### src/rtl/rsa_mem_pkg.sv
// Shared types and defaults for the RSA data-memory arbitration slice.
package rsa_mem_pkg;

  localparam int DEF_ARQ              = 16;
  localparam int DEF_MEMORY_ADDR_SIZE = 13;
  localparam int DEF_STARVE_LIMIT     = 8;

  // Owner of the read that returns data in the current cycle.
  typedef enum logic [1:0] {
    RD_NONE = 2'd0,
    RD_PIPE = 2'd1,
    RD_HOST = 2'd2
  } rd_owner_t;

  // Which requester owns the memory port in the current cycle.
  typedef enum logic [1:0] {
    GNT_NONE = 2'd0,
    GNT_PIPE = 2'd1,
    GNT_HOST = 2'd2
  } gnt_sel_t;

endpackage

### src/rtl/arb_starve_counter.sv
// Saturating count of consecutive cycles the host has been denied the memory.
// at_limit tells the arbiter that the host must be forced in this cycle.
import rsa_mem_pkg::*;

module arb_starve_counter #(
  parameter int STARVE_LIMIT = DEF_STARVE_LIMIT
) (
  input  logic clk,
  input  logic rst,
  input  logic inc,
  input  logic clr,
  output logic at_limit
);

  localparam int CW = $clog2(STARVE_LIMIT + 1);
  localparam logic [CW-1:0] LIMIT = CW'(STARVE_LIMIT);

  logic [CW-1:0] cnt;

  // Clear wins over increment; the count holds once it reaches the limit.
  // NOTE: state is written with non-blocking assignments so every flop samples
  // the pre-edge values regardless of block ordering.
  always_ff @(posedge clk or negedge rst) begin
    if (!rst) begin
      cnt <= '0;
    end else if (clr) begin
      cnt <= '0;
    end else if (inc && (cnt != LIMIT)) begin
      cnt <= cnt + CW'(1);
    end
  end

  assign at_limit = (cnt == LIMIT);

endmodule

### src/rtl/data_mem_arbiter.sv
// Shares the single-port data memory between the MEM pipeline stage and the
// host/loader port. The pipeline wins by default; a host that has waited
// STARVE_LIMIT cycles is forced in and the pipeline is stalled for that cycle.
// Read data returns one cycle later, tagged to whichever side issued the read.
import rsa_mem_pkg::*;

module data_mem_arbiter #(
  parameter int ARQ              = DEF_ARQ,
  parameter int MEMORY_ADDR_SIZE = DEF_MEMORY_ADDR_SIZE,
  parameter int STARVE_LIMIT     = DEF_STARVE_LIMIT
) (
  input  logic                        clk,
  input  logic                        rst,
  // MEM-stage port
  input  logic                        pipe_rd_en,
  input  logic                        pipe_wr_en,
  input  logic [MEMORY_ADDR_SIZE-1:0] pipe_addr,
  input  logic [ARQ-1:0]              pipe_wdata,
  output logic                        pipe_stall,
  output logic                        pipe_rvalid,
  output logic [ARQ-1:0]              pipe_rdata,
  // Host/loader port
  input  logic                        host_req,
  input  logic                        host_we,
  input  logic [MEMORY_ADDR_SIZE-1:0] host_addr,
  input  logic [ARQ-1:0]              host_wdata,
  output logic                        host_gnt,
  output logic                        host_rvalid,
  output logic [ARQ-1:0]              host_rdata,
  // Memory macro port
  output logic [MEMORY_ADDR_SIZE-1:0] mem_addr,
  output logic [ARQ-1:0]              mem_wdata,
  output logic                        mem_we,
  output logic                        mem_re,
  input  logic [ARQ-1:0]              mem_rdata
);

  logic      pipe_act;
  logic      at_limit;
  gnt_sel_t  gnt_sel;
  rd_owner_t rd_owner;
  rd_owner_t rd_owner_next;

  // A simultaneous load and store is treated as a store.
  assign pipe_act = pipe_rd_en | pipe_wr_en;

  arb_starve_counter #(
    .STARVE_LIMIT (STARVE_LIMIT)
  ) u_starve (
    .clk      (clk),
    .rst      (rst),
    .inc      (host_req & ~host_gnt),
    .clr      (host_gnt | ~host_req),
    .at_limit (at_limit)
  );

  // Grant selection: pipeline by default, host when idle pipe or starved.
  // The grant is also gated by rst so every output reads 0 while reset is held,
  // not just after the next edge.
  // NOTE: every variable driven here gets a default first so no path leaves it
  // unassigned and no latch is inferred.
  always_comb begin
    gnt_sel = GNT_NONE;
    if (rst) begin
      if (host_req && (!pipe_act || at_limit)) begin
        gnt_sel = GNT_HOST;
      end else if (pipe_act) begin
        gnt_sel = GNT_PIPE;
      end
    end
  end

  assign host_gnt   = (gnt_sel == GNT_HOST);
  assign pipe_stall = host_gnt & pipe_act;

  // Memory mux: the granted requester drives address, data and strobes.
  always_comb begin
    mem_addr  = '0;
    mem_wdata = '0;
    mem_we    = 1'b0;
    mem_re    = 1'b0;
    unique case (gnt_sel)
      GNT_PIPE: begin
        mem_addr  = pipe_addr;
        mem_wdata = pipe_wdata;
        mem_we    = pipe_wr_en;
        mem_re    = ~pipe_wr_en;
      end
      GNT_HOST: begin
        mem_addr  = host_addr;
        mem_wdata = host_wdata;
        mem_we    = host_we;
        mem_re    = ~host_we;
      end
      default: ;
    endcase
  end

  // Next read owner: tag this cycle's granted read for next cycle's return.
  always_comb begin
    rd_owner_next = RD_NONE;
    if ((gnt_sel == GNT_PIPE) && !pipe_wr_en) begin
      rd_owner_next = RD_PIPE;
    end else if ((gnt_sel == GNT_HOST) && !host_we) begin
      rd_owner_next = RD_HOST;
    end
  end

  // Read-owner register; reset drops any read still in flight.
  always_ff @(posedge clk or negedge rst) begin
    if (!rst) begin
      rd_owner <= RD_NONE;
    end else begin
      rd_owner <= rd_owner_next;
    end
  end

  // Read return: steer memory data to the tagged owner, zero otherwise.
  always_comb begin
    pipe_rvalid = 1'b0;
    pipe_rdata  = '0;
    host_rvalid = 1'b0;
    host_rdata  = '0;
    unique case (rd_owner)
      RD_PIPE: begin
        pipe_rvalid = 1'b1;
        pipe_rdata  = mem_rdata;
      end
      RD_HOST: begin
        host_rvalid = 1'b1;
        host_rdata  = mem_rdata;
      end
      default: ;
    endcase
  end

endmodule

### config.mk
export PLATFORM = sky130hd
export DESIGN_NAME = data_mem_arbiter
export DESIGN_NICKNAME = d
export VERILOG_FILES = /design/src/rtl/rsa_mem_pkg.sv /design/src/rtl/arb_starve_counter.sv /design/src/rtl/data_mem_arbiter.sv
export SDC_FILE = /design/constraint.sdc
export NUM_CORES = 1
export LEC_CHECK = 0
export CORE_ASPECT_RATIO = 1.4
export CORE_MARGIN = 2
export CORE_UTILIZATION = 26
export DETAILED_ROUTE_END_ITERATION = 8
export GPL_ROUTABILITY_DRIVEN = 0
export PLACE_DENSITY = 0.93
export SYNTH_ARGS = -nofsm -noshare
export SYNTH_HDL_FRONTEND = slang
export SYNTH_HIERARCHICAL = 1
export SYNTH_SLANG_ARGS = --single-unit
### constraint.sdc
create_clock -name clk -period 4.44 [get_ports clk]
set_clock_uncertainty 0.2 [all_clocks]
set_input_delay 1.11 -clock clk [delete_from_list [all_inputs] [get_ports clk]]
set_output_delay 1.11 -clock clk [all_outputs]
set_load 0.1 [all_outputs]
* After elaboration in Yosys (flattened, before gate mapping)
Cells that the tools add are included.
** Word-level totals
- Register bits :: 6
- Bits in latches :: 0
- Bits in writable memories :: 0
- Bits in read-only memories :: 0
- Bits of input ports :: 80
- Output and inout bits :: 67
- Memories :: 0
** Cells by class
- Add/sub/neg operators :: 1
- Multipliers :: 0
- Divide/modulo/power cells :: 0
- Order comparisons :: 0
- Equal/unequal tests :: 6
- Shifts and indexed selects :: 0
- Muxes and demuxes :: 15
- Bitwise operators :: 8
- Reduce and logical (&&, ||, !) cells :: 9
** Operator list (number)
- $mux W16 :: 2
- $pmux W16 S2 :: 1
- $pmux W13 S2 :: 1
- $mux W2 :: 4
- $mux W4 :: 2
- $add A4 B1 Y4 const B :: 1
- $eq A2 B1 Y1 const B :: 2
- $eq A2 B2 Y1 const B :: 2
- $eq A4 B4 Y1 const B :: 1
- $logic_and A1 B1 Y1 :: 4
- $ne A4 B4 Y1 const B :: 1
- $not A1 Y1 :: 4
- $pmux W1 S2 :: 2
- $logic_not A1 Y1 :: 3
- $mux W1 :: 3
- $and A1 B1 Y1 :: 2
- $or A1 B1 Y1 :: 2
- $reduce_bool A2 Y1 :: 1
- $logic_or A1 B1 Y1 :: 1

* Longest topological paths before layout
- Word-level depth :: 12
- Depth in mapped cells :: 12
- Mapped depth without buffers :: 12

* Modules after synthesis
Netlist, hierarchy kept.
** Modules (own cells, without submodules)
- data_mem_arbiter :: times used 1, cells each 124, area an instance 804.5 sq um, seq. area each 50.0 sq um
- arb_starve_counter :: times used 1, cells each 24, area an instance 232.7 sq um, seq. area each 100.1 sq um

* Least setup slack after synthesis
OpenSTA, ideal clock, no wires.
- Path kind :: input-to-output
- Start point :: input pipe_rd_en
- End point :: output pipe_stall
- Arrival :: 4.018 ns
- Required time :: 3.130 ns
- Slack :: -0.888 ns
- Stages on the path :: 6
- Path buffers :: 2
- Cells stage by stage :: nor2_1 o211a_1 ha_1 buf_6 buf_6 nor2b_1
** On the way
- Word-level cells in the longest chain between the ends :: 8
- Elaborated cells on any way between the ends :: 9
- Those cells by class :: eq/ne: 1; mux: 3; bitwise: 2; reduce/logical: 3
** Ends and longest elaborated chain
- from (decl) :: RTL line data_mem_arbiter.sv:15 : input logic pipe_rd_en,
- $or A1 B1 Y1 * :: RTL line data_mem_arbiter.sv:45 : assign pipe_act = pipe_rd_en | pipe_wr_en;
- $logic_not A1 Y1 :: RTL line data_mem_arbiter.sv:65 : if (host_req && (!pipe_act || at_limit)) begin
- $logic_or A1 B1 Y1 :: RTL line data_mem_arbiter.sv:65
- $logic_and A1 B1 Y1 :: RTL line data_mem_arbiter.sv:65
- $mux W2 * :: RTL line data_mem_arbiter.sv:65
- $mux W2 * :: RTL line data_mem_arbiter.sv:64 : if (rst) begin
- $eq A2 B2 Y1 * :: RTL line data_mem_arbiter.sv:73 : assign host_gnt = (gnt_sel == GNT_HOST);
- named net host_gnt :: RTL line data_mem_arbiter.sv:27 : output logic host_gnt,
- $and A1 B1 Y1 * :: RTL line data_mem_arbiter.sv:74 : assign pipe_stall = host_gnt & pipe_act;
- to (decl) :: RTL line data_mem_arbiter.sv:19 : output logic pipe_stall,
Mark *: on every way through the listed nets, which the timed path passes. The rest lies on a longest branch.

* Worst setup path in the final report
- Start point :: input pipe_wr_en
- End point :: output mem_wdata[11]
** On the way
- Word-level cells in the longest chain between the ends :: 8
- Elaborated cells on any way between the ends :: 10
- Those cells by class :: eq/ne: 2; mux: 4; bitwise: 1; reduce/logical: 3
** Ends and longest elaborated chain
- from (decl) :: RTL line data_mem_arbiter.sv:16 : input logic pipe_wr_en,
- $or A1 B1 Y1 * :: RTL line data_mem_arbiter.sv:45
- $logic_not A1 Y1 :: RTL line data_mem_arbiter.sv:65
- $logic_or A1 B1 Y1 :: RTL line data_mem_arbiter.sv:65
- $logic_and A1 B1 Y1 :: RTL line data_mem_arbiter.sv:65
- $mux W2 * :: RTL line data_mem_arbiter.sv:65
- $mux W2 * :: RTL line data_mem_arbiter.sv:64
- $eq A2 B2 Y1 or $eq A2 B1 Y1 (tied branches) :: RTL line data_mem_arbiter.sv:82 : unique case (gnt_sel)
- $pmux W16 S2 * :: RTL line data_mem_arbiter.sv:82
- to (decl) :: RTL line data_mem_arbiter.sv:32 : output logic [ARQ-1:0] mem_wdata,
Mark *: on every way between the ends. The rest lies on a longest branch, timed or not.

==> impl_metrics.yaml <==
power_and_ir_drop:
  peakVddDrop_v: 0.000150
  p_per_area_nw_per_um2: 170
  p_total_uw: 518
  cellLeakagePower_uw: 0.00125
synth:
  synth_nets: 233
  yosys_warnings: 6
  synth.largest_area_cell: "a22oi_1"
  yosysTopAreaCellShare: 0.217
  yosysUniqueCellTypes: 27
  synth.avg_cell_area_um2: 7.01
  synthCells: 148
  synth-seq-cells: 6
  netlist_area_um2: 1040
  yosysSeqAreaShare: 0.145
  synth_area_leaders: "a22oi_1 22%, and2_1 19%, dfrtp_1 14%"
worst_setup_path:
  reg2reg_to: "u_starve/cnt[2]$_DFFE_PN0P_"
  startpoint_type: "primary input"
  crit_start: "pipe_wr_en"
  reg2reg_from: "u_starve/cnt[0]$_DFFE_PN0P_"
  worstPathRequired_ns: 3.13
  ff2ff_path_depth: 11
  worstPathArrival_ns: 2.98
  critPathMaxStageDelay_ns: 0.46
  cp_max_fo: 22
  worst-r2r-setup-slack_ns: 1.80
  endpoint_kind: "primary output"
  crit_chain: "clkdlybuf4s50_1 -> nor2_2 -> and3b_1 -> ha_2 -> buf_12 -> a22oi_1 -> nor2_2 -> buf_12"
  slowest_stage: "clkdlybuf4s50_1"
  path_class: "primary input to primary output"
cts:
  clock_latency_ns: 0.23
  clkSinkCount: 6
  cts_max_level: 1
  cts_max_path_buffers: 2
  cts.clk_slew.worst_paths_ns: 0.04
  cts_tree: "done"
  numCtsBuffers: 3
  root_buffer: "clkbuf_8"
  postCtsSetupRepairBufs: 0
sta:
  period_needed_ns: 4.29
  setup_viol: 0
  slew_violations: 0
  max_slew.worst_pin.slew_ns: 0.962
  max_slew_margin: 0.357
  finalHoldViolCount: 0
  rsz0062_at_grt: "no"
  max_freq_ghz: 0.233
  fin_ws_ns: 0.147
  period_share: 0.967
global_route:
  track_usage: 0.228
  grt_max_degree: 28
  grt_pass1_wl_um: 8150
  grt_overflow_total: 0
  antenna_found_initial: 0
  first_global_vias: 1708
hold_path:
  min_delay_path_depth: 2
  min_delay_worst_endpoint: "u_starve/cnt[3]$_DFFE_PN0P_"
  hold_start: "u_starve/cnt[3]$_DFFE_PN0P_"
  hp-class: "flip-flop to flip-flop"
finish:
  syn_to_final_growth_pct: 193
  diodes: 0
  final_net_count: 379
  drive_above_1_share: 0.387
  fin_area_um2: 3040
drt:
  first_pass_iters: 4
  drt-total-wl_um: 5220
  antenna_left: 0
  viasPerCell: 5.05
  vias: 1693
  drt_iter0_drc: 44
  drt-wirelength-per-cell_um: 15.6
  drc: 0
job:
  max_cap_violations: 0
place:
  post_dp_cell_area_um2: 3000
  portBuffers: 146
  dp_hpwl_um: 4490
  preCtsSetupSlack_ns: 0.0903
floorplanning:
  core_um2: 3880
  boundaryPins: 147
  initial_core_util: 0.267
  die_w_um: 57.4
  die_h_um: 78.7
  rows: 27
  die_area_um2: 4520
status:
  status: "finished clean"
## cell usage in the layout (no fill, tap or decap)
cell	count
clkdlybuf4s50_1	80
buf_12	36
buf_4	36
and2_1	32
a22oi_1	30
nor2_4	20
nor2_2	11
dfrtp_1	6
nand2b_1	5
nor2_1	5
nand2_1	4
inv_1	4
ha_1	3
clkbuf_8	3
ha_2	2
o211a_1	1
o211ai_1	1
nand3b_1	1
and3b_1	1
a21oi_2	1
and2b_4	1
nor2b_4	1
nor2b_2	1
nand4_1	1
xor2_1	1
or3b_1	1
a21oi_1	1
o21a_1	1
mux2i_1	1
mux2_4	1
## cell families after synthesis
family | after synthesis | synth area share
XOR/XNOR | 1 | 0.00845
buffers and inverters | 15 | 0.0844
AND/OR/NAND/NOR | 84 | 0.427
flip-flops | 6 | 0.145
AO/OA/AOI/OAI | 35 | 0.251
multiplexers | 2 | 0.0241
adder cells (fa/ha/maj) | 5 | 0.0603
## worst max path at each step
stage / cells past startpoint / end / slack [ns]
2_1_floorplan: 7 / mem_wdata[10] / -0.12
3_3_place_gp: 8 / mem_addr[4] / 0.22
3_5_place_dp: 8 / mem_wdata[11] / 0.09
4_1_cts: 8 / mem_wdata[11] / 0.08
5_1_grt: 8 / mem_wdata[11] / 0.05
6_report: 8 / mem_wdata[11] / 0.15
## cells in the mapped netlist
master    number
or3b_1         1
o211ai_1       1
o21a_1         1
nand2b_1       5
buf_6          3
mux2i_1        1
a22oi_1       30
buf_2          4
nor2_1        36
o211a_1        1
dfrtp_1        6
nor2b_4        1
buf_1          2
inv_1          4
a21oi_1        2
nand4_1        1
nand2_1        4
and2_1        32
and3b_1        1
mux2_4         1
xor2_1         1
and2b_4        1
ha_1           5
clkbuf_1       1
buf_4          1
nand3b_1       1
nor2b_1        1
## flip-flops by register name, indices dropped and copies added, names as in the netlist
register,cells
rd_owner,2
u_starve/cnt,4
## report_power, final
group          switching [uW]  internal, uW  leakage [uW]  total, uW
Sequential               2.71          57.4     0.0000816       60.1
Combinational             223           151       0.00115        374
Clock                    25.5          58.4     0.0000216       83.9
Total                     251           267       0.00125        518
## cell type report
cell class / count / area (um2)
Clock buffer: 3 / 41.3
Fill cell: 263 / 845
Inverter: 4 / 15.0
Multi-Input combinational cell: 127 / 988
Sequential cell: 6 / 150
Tap cell: 43 / 53.8
Timing Repair Buffer: 152 / 1790
## timing repair
| item | CTS | global route |
|---|---|---|
| gates resized for setup | 0 | 1 |
| hold buffers | 0 | 0 |
| setup endpoints to repair | 0 | 5 |
## metrics by stage
stage	TNS [ns]	instances	hold slack (ns)	util
6_report	0	335	0.382	0.783
5_1_grt	0	335	0.382	0.783
4_1_cts	0	335	0.369	0.782
3_5_place_dp	0	332	0.361	0.771
3_3_place_gp	0	332	0.325	0.771
2_1_floorplan	-1.12	148	0.304	-
## worst max-delay path, delay by kind of cell
kind	cells	cell delay (ns)
buffers and inverters	3	0.82
AOI/OAI and AO/OA	1	0.28
and+or+nand+nor	3	0.50
adders and majority gates	1	0.26
## layer usage
metal / routed length (um) / global-route usage
met1: 1730 / 0.232
met2: 2730 / 0.413
met3: 710 / 0.106
met4: 53 / 0.0581
met5: 0 / 0
(Power assumes the default switching activity.)
